==> src/rtl/fpu_op_sequencer_if.sv <==
// Request, operand-register, core and response signals of the FPU operation sequencer.
// master is the sequencer's view; slave is the surrounding environment's view.
interface fpu_op_sequencer_if #(
    parameter int SIZE = 32,
    parameter int OPW  = 4
);
    logic            req_valid;
    logic            req_ready;
    logic [SIZE-1:0] req_a;
    logic [SIZE-1:0] req_b;
    logic [OPW-1:0]  req_op;
    logic            opnd_we;
    logic [SIZE-1:0] opnd_a;
    logic [SIZE-1:0] opnd_b;
    logic [OPW-1:0]  opnd_op;
    logic            fpu_start;
    logic            fpu_done;
    logic [SIZE-1:0] fpu_result;
    logic [4:0]      fpu_flags;
    logic            res_valid;
    logic            res_ready;
    logic [SIZE-1:0] res_data;
    logic [4:0]      res_flags;
    logic            res_timeout;
    logic            busy;

    modport master (
        input  req_valid, req_a, req_b, req_op, fpu_done, fpu_result, fpu_flags, res_ready,
        output req_ready, opnd_we, opnd_a, opnd_b, opnd_op, fpu_start,
               res_valid, res_data, res_flags, res_timeout, busy
    );

    modport slave (
        output req_valid, req_a, req_b, req_op, fpu_done, fpu_result, fpu_flags, res_ready,
        input  req_ready, opnd_we, opnd_a, opnd_b, opnd_op, fpu_start,
               res_valid, res_data, res_flags, res_timeout, busy
    );
endinterface

==> src/rtl/fpu_op_sequencer.sv <==
// Serialises FPU operations: loads operands, pulses the core start, waits for done
// (or times out) and holds the result on a valid/ready response port.
module fpu_op_sequencer #(
    parameter int SIZE    = 32,
    parameter int OPW     = 4,
    parameter int TIMEOUT = 64
) (
    input logic                clk,
    input logic                rst,
    fpu_op_sequencer_if.master bus
);
    localparam int CW = $clog2(TIMEOUT);
    localparam logic [CW-1:0] CNT_LAST = CW'(TIMEOUT - 1);

    typedef enum logic [1:0] {IDLE, EXEC, WAIT, RESP} state_e;

    state_e          state_q, state_d;
    logic [CW-1:0]   cnt_q, cnt_d;
    logic [SIZE-1:0] res_data_q, res_data_d;
    logic [4:0]      res_flags_q, res_flags_d;
    logic            res_timeout_q, res_timeout_d;

    always_ff @(posedge clk) begin
        if (rst) begin
            state_q       <= IDLE;
            cnt_q         <= '0;
            res_data_q    <= '0;
            res_flags_q   <= '0;
            res_timeout_q <= 1'b0;
        end else begin
            state_q       <= state_d;
            cnt_q         <= cnt_d;
            res_data_q    <= res_data_d;
            res_flags_q   <= res_flags_d;
            res_timeout_q <= res_timeout_d;
        end
    end

    always_comb begin
        state_d         = state_q;
        cnt_d           = cnt_q;
        res_data_d      = res_data_q;
        res_flags_d     = res_flags_q;
        res_timeout_d   = res_timeout_q;

        bus.req_ready   = 1'b0;
        bus.opnd_we     = 1'b0;
        bus.fpu_start   = 1'b0;
        bus.res_valid   = 1'b0;
        bus.opnd_a      = SIZE'(bus.req_a);
        bus.opnd_b      = SIZE'(bus.req_b);
        bus.opnd_op     = OPW'(bus.req_op);
        bus.busy        = (state_q != IDLE);
        bus.res_data    = res_data_q;
        bus.res_flags   = res_flags_q;
        bus.res_timeout = res_timeout_q;

        case (state_q)
            IDLE: begin
                // Gated by rst so nothing is loaded into the operand registers during reset.
                bus.req_ready = !rst;
                if (bus.req_valid && !rst) begin
                    bus.opnd_we = 1'b1;
                    state_d     = EXEC;
                end
            end
            EXEC: begin
                bus.fpu_start = 1'b1;
                cnt_d         = '0;
                state_d       = WAIT;
            end
            WAIT: begin
                if (bus.fpu_done) begin
                    res_data_d    = bus.fpu_result;
                    res_flags_d   = bus.fpu_flags;
                    res_timeout_d = 1'b0;
                    state_d       = RESP;
                end else if (cnt_q == CNT_LAST) begin
                    res_data_d    = '0;
                    res_flags_d   = '0;
                    res_timeout_d = 1'b1;
                    state_d       = RESP;
                end else begin
                    cnt_d = cnt_q + 1'b1;
                end
            end
            RESP: begin
                bus.res_valid = 1'b1;
                if (bus.res_ready) begin
                    state_d = IDLE;
                end
            end
            default: state_d = IDLE;
        endcase
    end
endmodule

==> src/flat_wrapper.sv <==
// flat-port wrapper written by rule: the top's interface ports become plain ports
module fpu_op_sequencer_flat 
#(
    parameter int SIZE    = 32,
    parameter int OPW     = 4,
    parameter int TIMEOUT = 64
)
  (clk, rst, bus_req_valid, bus_req_a, bus_req_b, bus_req_op, bus_fpu_done, bus_fpu_result, bus_fpu_flags, bus_res_ready, bus_req_ready, bus_opnd_we, bus_opnd_a, bus_opnd_b, bus_opnd_op, bus_fpu_start, bus_res_valid, bus_res_data, bus_res_flags, bus_res_timeout, bus_busy);
  fpu_op_sequencer_if #(.SIZE(SIZE), .OPW(OPW)) bus_i ();
  input logic clk;
  input logic rst;
  input wire logic [$bits(bus_i.req_valid)-1:0] bus_req_valid;
  input wire logic [$bits(bus_i.req_a)-1:0] bus_req_a;
  input wire logic [$bits(bus_i.req_b)-1:0] bus_req_b;
  input wire logic [$bits(bus_i.req_op)-1:0] bus_req_op;
  input wire logic [$bits(bus_i.fpu_done)-1:0] bus_fpu_done;
  input wire logic [$bits(bus_i.fpu_result)-1:0] bus_fpu_result;
  input wire logic [$bits(bus_i.fpu_flags)-1:0] bus_fpu_flags;
  input wire logic [$bits(bus_i.res_ready)-1:0] bus_res_ready;
  output wire logic [$bits(bus_i.req_ready)-1:0] bus_req_ready;
  output wire logic [$bits(bus_i.opnd_we)-1:0] bus_opnd_we;
  output wire logic [$bits(bus_i.opnd_a)-1:0] bus_opnd_a;
  output wire logic [$bits(bus_i.opnd_b)-1:0] bus_opnd_b;
  output wire logic [$bits(bus_i.opnd_op)-1:0] bus_opnd_op;
  output wire logic [$bits(bus_i.fpu_start)-1:0] bus_fpu_start;
  output wire logic [$bits(bus_i.res_valid)-1:0] bus_res_valid;
  output wire logic [$bits(bus_i.res_data)-1:0] bus_res_data;
  output wire logic [$bits(bus_i.res_flags)-1:0] bus_res_flags;
  output wire logic [$bits(bus_i.res_timeout)-1:0] bus_res_timeout;
  output wire logic [$bits(bus_i.busy)-1:0] bus_busy;
  assign bus_i.req_valid = bus_req_valid;
  assign bus_i.req_a = bus_req_a;
  assign bus_i.req_b = bus_req_b;
  assign bus_i.req_op = bus_req_op;
  assign bus_i.fpu_done = bus_fpu_done;
  assign bus_i.fpu_result = bus_fpu_result;
  assign bus_i.fpu_flags = bus_fpu_flags;
  assign bus_i.res_ready = bus_res_ready;
  assign bus_req_ready = bus_i.req_ready;
  assign bus_opnd_we = bus_i.opnd_we;
  assign bus_opnd_a = bus_i.opnd_a;
  assign bus_opnd_b = bus_i.opnd_b;
  assign bus_opnd_op = bus_i.opnd_op;
  assign bus_fpu_start = bus_i.fpu_start;
  assign bus_res_valid = bus_i.res_valid;
  assign bus_res_data = bus_i.res_data;
  assign bus_res_flags = bus_i.res_flags;
  assign bus_res_timeout = bus_i.res_timeout;
  assign bus_busy = bus_i.busy;
  fpu_op_sequencer #(.SIZE(SIZE), .OPW(OPW), .TIMEOUT(TIMEOUT)) u_core (.clk(clk), .rst(rst), .bus(bus_i));
endmodule
==> config.mk <==
export PLATFORM = sky130hd
export DESIGN_NAME = fpu_op_sequencer_flat
export DESIGN_NICKNAME = d
export VERILOG_FILES = /design/src/rtl/fpu_op_sequencer_if.sv /design/src/rtl/fpu_op_sequencer.sv /design/src/flat_wrapper.sv
export SDC_FILE = /design/constraint.sdc
export NUM_CORES = 1
export LEC_CHECK = 0
export CAP_MARGIN = 5
export CORE_MARGIN = 1
export CORE_UTILIZATION = 32
export DETAILED_ROUTE_END_ITERATION = 12
export PLACE_DENSITY = 0.81
export RECOVER_POWER = 50
export SLEW_MARGIN = 20
export SYNTH_ARGS = -nofsm -noshare
export SYNTH_HDL_FRONTEND = slang
export SYNTH_SLANG_ARGS = --single-unit
==> constraint.sdc <==
create_clock -name clk -period 2 [get_ports clk]
set_clock_uncertainty 0.1 [all_clocks]
set_input_delay 0.3 -clock clk [delete_from_list [all_inputs] [get_ports clk]]
set_output_delay 0.3 -clock clk [all_outputs]
set_load 0.05 [all_outputs]
==> results of run 1 <==
## cells by family (layout without fill, tap and decap cells)
logic type	count (synthesis)	in the layout
DFF	46	46
and+or+nand+nor	105	105
adders and majority gates	6	6
AOI/OAI and AO/OA	52	52
buffers and inverters	88	101
## stage by stage
stage | total power, mW | setup slack, ns | instances
3_5_place_dp | 2.26 | 0.142 | 405
6_report | 2.78 | 0.101 | 412
4_1_cts | 2.83 | 0.0382 | 412
3_3_place_gp | 2.24 | 0.160 | 405
5_1_grt | 2.93 | 0.0287 | 412
2_1_floorplan | 2.20 | 0.0569 | 297
## cell usage in the layout, fill, tap and decap left out, types with 5 or more instances in the layout
cell             Yosys  layout
o21ai_0             39      39
a21oi_1              5       5
buf_4               68       9
nand3b_1            37      37
clkdlybuf4s50_1      0      75
clkbuf_8             0       5
dfxtp_1             46      44
nand2b_1            41      41
nor3_1               5       5
ha_1                 6       6
## worst paths after layout
| kind | cells past startpoint | from | endpoint | slack, ns |
|---|---|---|---|---|
| worst max-delay path | 6 | u_core.state_q[0]$_SDFFE_PP0P_ | bus_opnd_we | 0.10 |
| worst min-delay path | 2 | rst | u_core.cnt_q[1]$_SDFFE_PP0P_ | 0.21 |
| worst max register to register | 6 | u_core.state_q[0]$_SDFFE_PP0P_ | u_core.cnt_q[3]$_SDFFE_PP0P_ | 0.17 |
| worst min register to register | 2 | u_core.bus.res_data[8]$_SDFFE_PP0P_ | u_core.bus.res_data[8]$_SDFFE_PP0P_ | 0.37 |
## final cells by class
type                       instances  area, um2  area share, %
clock inverter                     2       10.0          0.329
tap                              102        128           4.19
inverter                           4       15.0          0.493
sequential                        46        923           30.3
clock buffer                       5       68.8           2.26
timing repair buffer              90        858           28.2
multi-input combinational        163       1040           34.2
## sequential cells by signal (all words and copies together), names as in the netlist
signal and count:
u_core.bus.res_timeout 1, u_core.state_q 2, u_core.bus.res_data 32, u_core.cnt_q 6, u_core.bus.res_flags 5
## metal layers
layer	vias to the layer above	routed length (um)
li1	945	-
met4	0	164
met5	-	0
met1	877	2250
met2	66	2580
met3	35	357
## critical path: cells and delay by family (launching register included)
| kind | cells | cell delay (ns) |
|---|---|---|
| adder cells (fa/ha/maj) | 1 | 0.23 |
| buffers and inverters | 3 | 0.37 |
| flip-flops | 1 | 0.37 |
| AND/OR/NAND/NOR | 2 | 0.23 |
## cell usage after synthesis, types with 2 or more instances
cell type,number
dfxtp_1,46
nand4_1,2
nand3b_1,37
buf_4,68
and2_1,2
clkbuf_2,3
nand2b_1,41
nor2b_1,2
nand2_1,4
clkbuf_1,12
inv_1,4
nor2_1,5
a21oi_1,5
nor3_1,5
nand3_1,4
o21ai_0,39
ha_1,6
## power breakdown
part,switching [mW],internal [mW]
Combinational,0.731,0.429
Sequential,0.0629,1.01
Clock,0.306,0.235
Total,1.10,1.68
==> qor.csv, run 1 <==
stage;metric;value;unit
run_status;outcome;complete, no violations;
yosys;Mean Syn Cell Area;8.57;um2
detailed_routing;Initial DRC Count;60;
layout;fraction of layout instances using a drive strength above 1;8.39;%
grt;GR Overflow Total;0;
worst_setup_path;Critical-path top delay cell;dfxtp_2;
yosys;count of flip-flops with a built-in enable after synthesis;0;
timing;shortest period the worst path allows;1.90;ns
detailed_routing;final wirelength;5350;um
layout;Net count, final;426;
clocking;clock latency on the worst-skew pair;0.29;ns
clocking;CTS resizes;1;
timing;worst-margin pin slew;0.656;ns
place;GPL Wtd Cong;0.854;
grt;vias in the first global route;1876;
worst_setup_path;Cell Chain, Critical Path;inv_1, ha_1, inv_2, nor2_4, and2_2, buf_4;
detailed_routing;via count;1923;
yosys;Yosys cell types;29;
worst_setup_path;Critical Path Sink Type;output port;
place;hpwl dp;3850;um
timing;Final Hold Vio Count;0;
clocking;# hold bufs at CTS;0;
timing;Max Slew Vio Count;0;
yosys;Synth Area in Simple Gates;26.6;%
layout;Core Util, Final;39.4;%
place;Area after DPL;2980;um2
detailed_routing;Detailed Routing Iterations Pass 1;4;
yosys;register area share after synthesis;36.2;%
floorplan;Die Width;91.2;um
power_and_ir_drop;Leak;1.02;nW
detailed_routing;Vias/cell;4.67;
grt;first-pass GRT wire length;8720;um
detailed_routing;average wire per standard cell;13.0;um
yosys;combinational family with the most area after synthesis;simple AND/OR/NAND/NOR gates;
yosys;Synth area leader;dfxtp_1;
hold_path;worst min path class;input port to register;
yosys;XOR/XNOR share of the synthesized area;0;%
floorplan;Die Y-Extent;91.2;um
yosys;mapped cell area;2540;um2
floorplan;core region area;7730;um2
clocking;maximum clock path buffer count;2;
timing;Fmax;527;MHz
clocking;CTS Root Buffer Type;clkbuf_8;
place;# port buffers;84;
timing;Slew HR;56.4;%
clocking;CTS tree;done;
timing;RSZ-0062 raised after global routing;no;
clocking;# Post-CTS Setup Buffers;0;
grt;Total GRT Usage;13.0;%
yosys;Syn Nets;413;
grt;initial antenna violation count;0;
layout;post-route cell area;3040;um2
yosys;Compound-Gate Fraction of Synth Area;11.0;%
layout;Fillers;742;
worst_setup_path;Worst Path Required;1.60;ns
grt;GRT busiest layer;met2;
power_and_ir_drop;Max VDD drop;317;uV
yosys;synthesized flop and latch total;46;
timing;Hold WS;0.213;ns
worst_setup_path;CP peak stage delay;0.37;ns
floorplan;Starting Density;32.9;%
power_and_ir_drop;Power Density;913;nW/um2
yosys;Synth area leaders;dfxtp_1 (36%), buf_4 (20%), nand3b_1 (11%);
clocking;cts bufs inserted;5;
layout;synth-to-layout area growth;19.6;%
yosys;Async S/R FF share, synth;0;%
grt;grt met1 use;14.2;%
grt;largest net degree at the start of global routing;40;
yosys;post-synthesis mux area share;0;%
worst_setup_path;crit path DAT;1.50;ns
grt;met3 Usage GRT;2.35;%
timing;Total Neg Setup Slack;0;ns
yosys;top_reg_cell synth;dfxtp_1;
floorplan;Die ar.;8310;um2
floorplan;FP Rows;32;
clocking;Sinks on Clock Net;46;
detailed_routing;drt drc;0;
clocking;# H-tree levels;2;
clocking;Worst-path clk slew;0.08;ns
timing;final setup violation count;0;
timing;fin crit share;95.0;%
yosys;Ys Warns;0;
grt;met2 usage;22.9;%
run;# Max-Cap Violations;0;
worst_setup_path;Worst Setup Start Kind;register;
yosys;Cells after Synth;297;
yosys;area share of fa/ha/maj cells after synthesis;2.95;%
floorplan;io pins;221;
yosys;Synth top area share;36.2;%
worst_setup_path;critical path fanouts, max;4;
layout;# diodes;0;
worst_setup_path;CP Class;register to output port;
detailed_routing;post-route ant nets;0;
No activity file was read; power rests on OpenSTA's default activity.
==> run 2: changes to the inputs <==
--- a/config.mk
+++ b/config.mk
@@ -9,6 +9,7 @@
 export CORE_MARGIN = 1
 export CORE_UTILIZATION = 32
 export DETAILED_ROUTE_END_ITERATION = 12
+export GPL_ROUTABILITY_DRIVEN = 0
 export PLACE_DENSITY = 0.81
 export RECOVER_POWER = 50
 export SLEW_MARGIN = 20
==> results of run 2 <==
The final DEF is identical to that of run 1; final timing and power are the same.
==> run 3: changes to the inputs <==
--- a/config.mk
+++ b/config.mk
@@ -5,12 +5,13 @@
 export SDC_FILE = /design/constraint.sdc
 export NUM_CORES = 1
 export LEC_CHECK = 0
+export ABC_AREA = 1
 export CAP_MARGIN = 5
 export CORE_MARGIN = 1
-export CORE_UTILIZATION = 32
+export CORE_UTILIZATION = 28
 export DETAILED_ROUTE_END_ITERATION = 12
 export GPL_ROUTABILITY_DRIVEN = 0
-export PLACE_DENSITY = 0.81
+export PLACE_DENSITY = 0.77
 export RECOVER_POWER = 50
 export SLEW_MARGIN = 20
 export SYNTH_ARGS = -nofsm -noshare
==> constraint.sdc (replaced) <==
create_clock -name clk -period 1.59 [get_ports clk]
set_clock_uncertainty 0.1 [all_clocks]
set_input_delay 0.2385 -clock clk [delete_from_list [all_inputs] [get_ports clk]]
set_output_delay 0.2385 -clock clk [all_outputs]
set_load 0.05 [all_outputs]
==> run 3 against run 2 <==
  * Wire length rose by 14%
  * Sequential power rose by 24%
  * Register-to-register slack got worse by 0.05 ns
  * Synthesized cell count rose by 7.7%
  * Combinational power rose by 30%
  * First-iteration DRC count rose by 85%
  * Largest cell class unchanged
==> qor.csv, run 3 <==
stage;metric;value;unit;change
run_status;outcome;complete, no violations;;
layout;most common cell after layout, fill and taps aside;nand2_1;;
worst_setup_path;CP Class;register to output port;;
yosys;count of flip-flops with a built-in enable after synthesis;0;;unchanged
detailed_routing;Initial DRC Count;111;;+85%
worst_setup_path;CP peak stage delay;0.38;ns;about the same
grt;Total GRT Usage;12.8;%;-0.25 points
worst_setup_path;Critical Path Sink Type;output port;;
layout;Net count, final;451;;+5.9%
layout;register area;928;um2;+0.54%
yosys;mapped cell area;2460;um2;-3.3%
detailed_routing;average wire per standard cell;13.8;um;+6.5%
worst_setup_path;critical path fanouts, max;4;;unchanged
grt;first-pass GRT wire length;8990;um;+3.1%
timing;shortest period the worst path allows;1.52;ns;
yosys;Cells after Synth;320;;+7.7%
worst_setup_path;Worst Setup Start Kind;register;;
clocking;Worst-path clk slew;0.09;ns;about the same
power_and_ir_drop;sequential power share;36.0;%;-2.7 points
run;# Max-Cap Violations;0;;unchanged
yosys;count leader, synth;buf_4;;
layout;# diodes;0;;unchanged
power_and_ir_drop;Leak;1.18;nW;+16%
worst_setup_path;crit-path leading delay family;flip-flops;;
layout;area of the multi-input gates;931;um2;-10%
clocking;CTS tree;done;;
power_and_ir_drop;Tot Pwr;3.72;mW;+34%
floorplan;Die Y-Extent;95.7;um;+5.0%
floorplan;Die Width;95.7;um;+5.0%
clocking;CTS Root Buffer Type;clkbuf_8;;
timing;fin worst setup slack;0.0689;ns;-0.0318 ns
grt;GR Overflow Total;0;;unchanged
timing;Fmax;657;MHz;
place;Area after DPL;2860;um2;-4.1%
worst_setup_path;CP most frequent cell;inv_4;;
power_and_ir_drop;Comb power frac;40.7;%;-1.1 points
grt;vias in the first global route;1882;;+0.32%
yosys;Synth top area share;37.4;%;+1.3 points
clocking;clock latency on the worst-skew pair;0.29;ns;about the same
yosys;Mean Syn Cell Area;7.69;um2;-10%
worst_setup_path;Critical-path top delay cell;dfxtp_4;;
clocking;maximum clock path buffer count;2;;unchanged
yosys;Synth area leaders;dfxtp_1 (37%), buf_4 (22%), nand2_1 (9.6%);;
power_and_ir_drop;Sw Pwr;1.40;mW;+27%
power_and_ir_drop;Clock power frac;23.3;%;+3.8 points
layout;max reg flops;32;;unchanged
yosys;Synth area leader;dfxtp_1;;
layout;synth-to-layout area growth;23.4;%;
timing;Final Hold Vio Count;0;;unchanged
place;Placed Cells;431;;+6.4%
timing;Max Slew Vio Count;0;;unchanged
yosys;Post-synth top cells;buf_4 (72), nand2_1 (63), a21oi_1 (47), dfxtp_1 (46), nand3_1 (44);;
yosys;synthesized flop and latch total;46;;unchanged
timing;worst-margin pin slew;0.527;ns;-0.130 ns
timing;Slew HR;64.8;%;+8.4 points
clocking;Sinks on Clock Net;46;;unchanged
layout;Fillers;864;;+16%
yosys;Ys Warns;0;;unchanged
layout;most frequent cells in the layout;nand2_1 (63), a21oi_1 (46), nand3_1 (44);;
layout;post-route cell area;3040;um2;-0.25%
place;worst slack at placement;-0.0205;ns;-0.163 ns
worst_setup_path;Worst Path Required;1.25;ns;-0.35 ns
power_and_ir_drop;Power Density;1220;nW/um2;+34%
grt;largest net degree at the start of global routing;43;;+7.5%
detailed_routing;via count;2093;;+8.8%
floorplan;core region area;8340;um2;+7.9%
clocking;# H-tree levels;2;;unchanged
detailed_routing;final wirelength;6100;um;+14%
power_and_ir_drop;switching share of power;37.6;%;-1.9 points
detailed_routing;Detailed Routing Iterations Pass 1;4;;unchanged
clocking;cts bufs inserted;5;;unchanged
yosys;Yosys cell types;21;;-28%
detailed_routing;post-route ant nets;0;;unchanged
layout;fraction of layout instances using a drive strength above 1;23.5;%;+15 points
power_and_ir_drop;Max VDD drop;477;uV;+50%
place;# port buffers;84;;unchanged
yosys;Async S/R FF share, synth;0;%;unchanged
timing;fin crit share;95.7;%;
yosys;register area share after synthesis;37.4;%;+1.3 points
worst_setup_path;Cell Chain, Critical Path;inv_4, ha_4, inv_4, nor2_4, buf_6;;
worst_setup_path;critical path depth;5;;-1
timing;RSZ-0062 raised after global routing;no;;
yosys;Syn Nets;436;;+5.6%
hold_path;WHS Path Cells;2;;unchanged
detailed_routing;Vias/cell;4.75;;+1.7%
worst_setup_path;crit path DAT;1.18;ns;-0.32 ns
worst_setup_path;worst path bufs/invs;3;;unchanged
grt;initial antenna violation count;0;;unchanged
floorplan;FP Rows;33;;+3.1%
layout;fin cells;441;;+7.0%
floorplan;io pins;221;;unchanged
power_and_ir_drop;P_int;2.32;mW;+38%
floorplan;Starting Density;29.5;%;-3.4 points
place;hpwl dp;4030;um;+4.7%
timing;final setup violation count;0;;unchanged
worst_setup_path;reg2reg path depth;7;;+1
floorplan;Die ar.;9160;um2;+10%
detailed_routing;drt drc;0;;unchanged
yosys;top_reg_cell synth;dfxtp_1;;
layout;Core Util, Final;36.4;%;-3.0 points
hold_path;worst min path class;input port to register;;
run 3: cell families after synthesis:
kind of cell               synth area share [%]
buffers and inverters                      27.1
AOI/OAI and AO/OA                          10.3
and+or+nand+nor                            22.1
adders and majority gates                  3.05
DFF                                        37.4
run 3: power by group through the flow:
stage / clock network [mW] / logic [mW] / registers, mW
finish: 0.865 / 1.51 / 1.34
global route: 0.969 / 1.62 / 1.35
CTS: 0.911 / 1.44 / 1.32
detailed placement: 0 / 1.40 / 1.34
global placement: 0 / 1.37 / 1.34
floorplan: 0 / 1.07 / 1.61
run 3: cell type report:
| cell class | count | share of cell area (%) |
|---|---|---|
| Multi-Input combinational cell | 177 | 30.7 |
| Sequential cell | 46 | 30.6 |
| Timing Repair Buffer | 91 | 28.8 |
| Tap cell | 105 | 4.33 |
| Clock buffer | 6 | 2.39 |
| Inverter | 14 | 1.98 |
| Clock inverter | 2 | 1.24 |
run 3: final timing paths:
check | start | end | slack, ns
setup / recovery | u_core.state_q[1]$_SDFFE_PP0P_ | bus_req_ready | 0.07
hold / removal | rst | u_core.cnt_q[4]$_SDFFE_PP0P_ | 0.12
setup reg to reg | u_core.cnt_q[0]$_SDFFE_PP0P_ | u_core.bus.res_flags[1]$_SDFFE_PP0P_ | 0.12
hold reg to reg | u_core.bus.res_timeout$_SDFFE_PP0P_ | u_core.bus.res_timeout$_SDFFE_PP0P_ | 0.35
run 3: stage by stage:
step / TNS, ns / hold slack (ns)
2_1_floorplan: -0.105 / 0.286
3_5_place_dp: -0.0205 / 0.341
4_1_cts: 0 / 0.0813
5_1_grt: 0 / 0.117
3_3_place_gp: 0 / 0.341
6_report: 0 / 0.116
run 3: timing repair:
item / CTS / global route
pin swaps: 1 / 3
gates resized for setup: 9 / 13
hold endpoints to repair: 0 / 0
cloned: 0 / 2
setup endpoints to repair: 23 / 46
hold buffers: 0 / 0
setup buffers: 0 / 0
run 3: layer usage:
metal  GRT usage (%)  routed length, um  vias up
li1                -                  -     1002
met1            14.0               2430      972
met2            21.7               2950       90
met3            4.42                527       29
met4            6.97                187        0
met5               0                  0        -
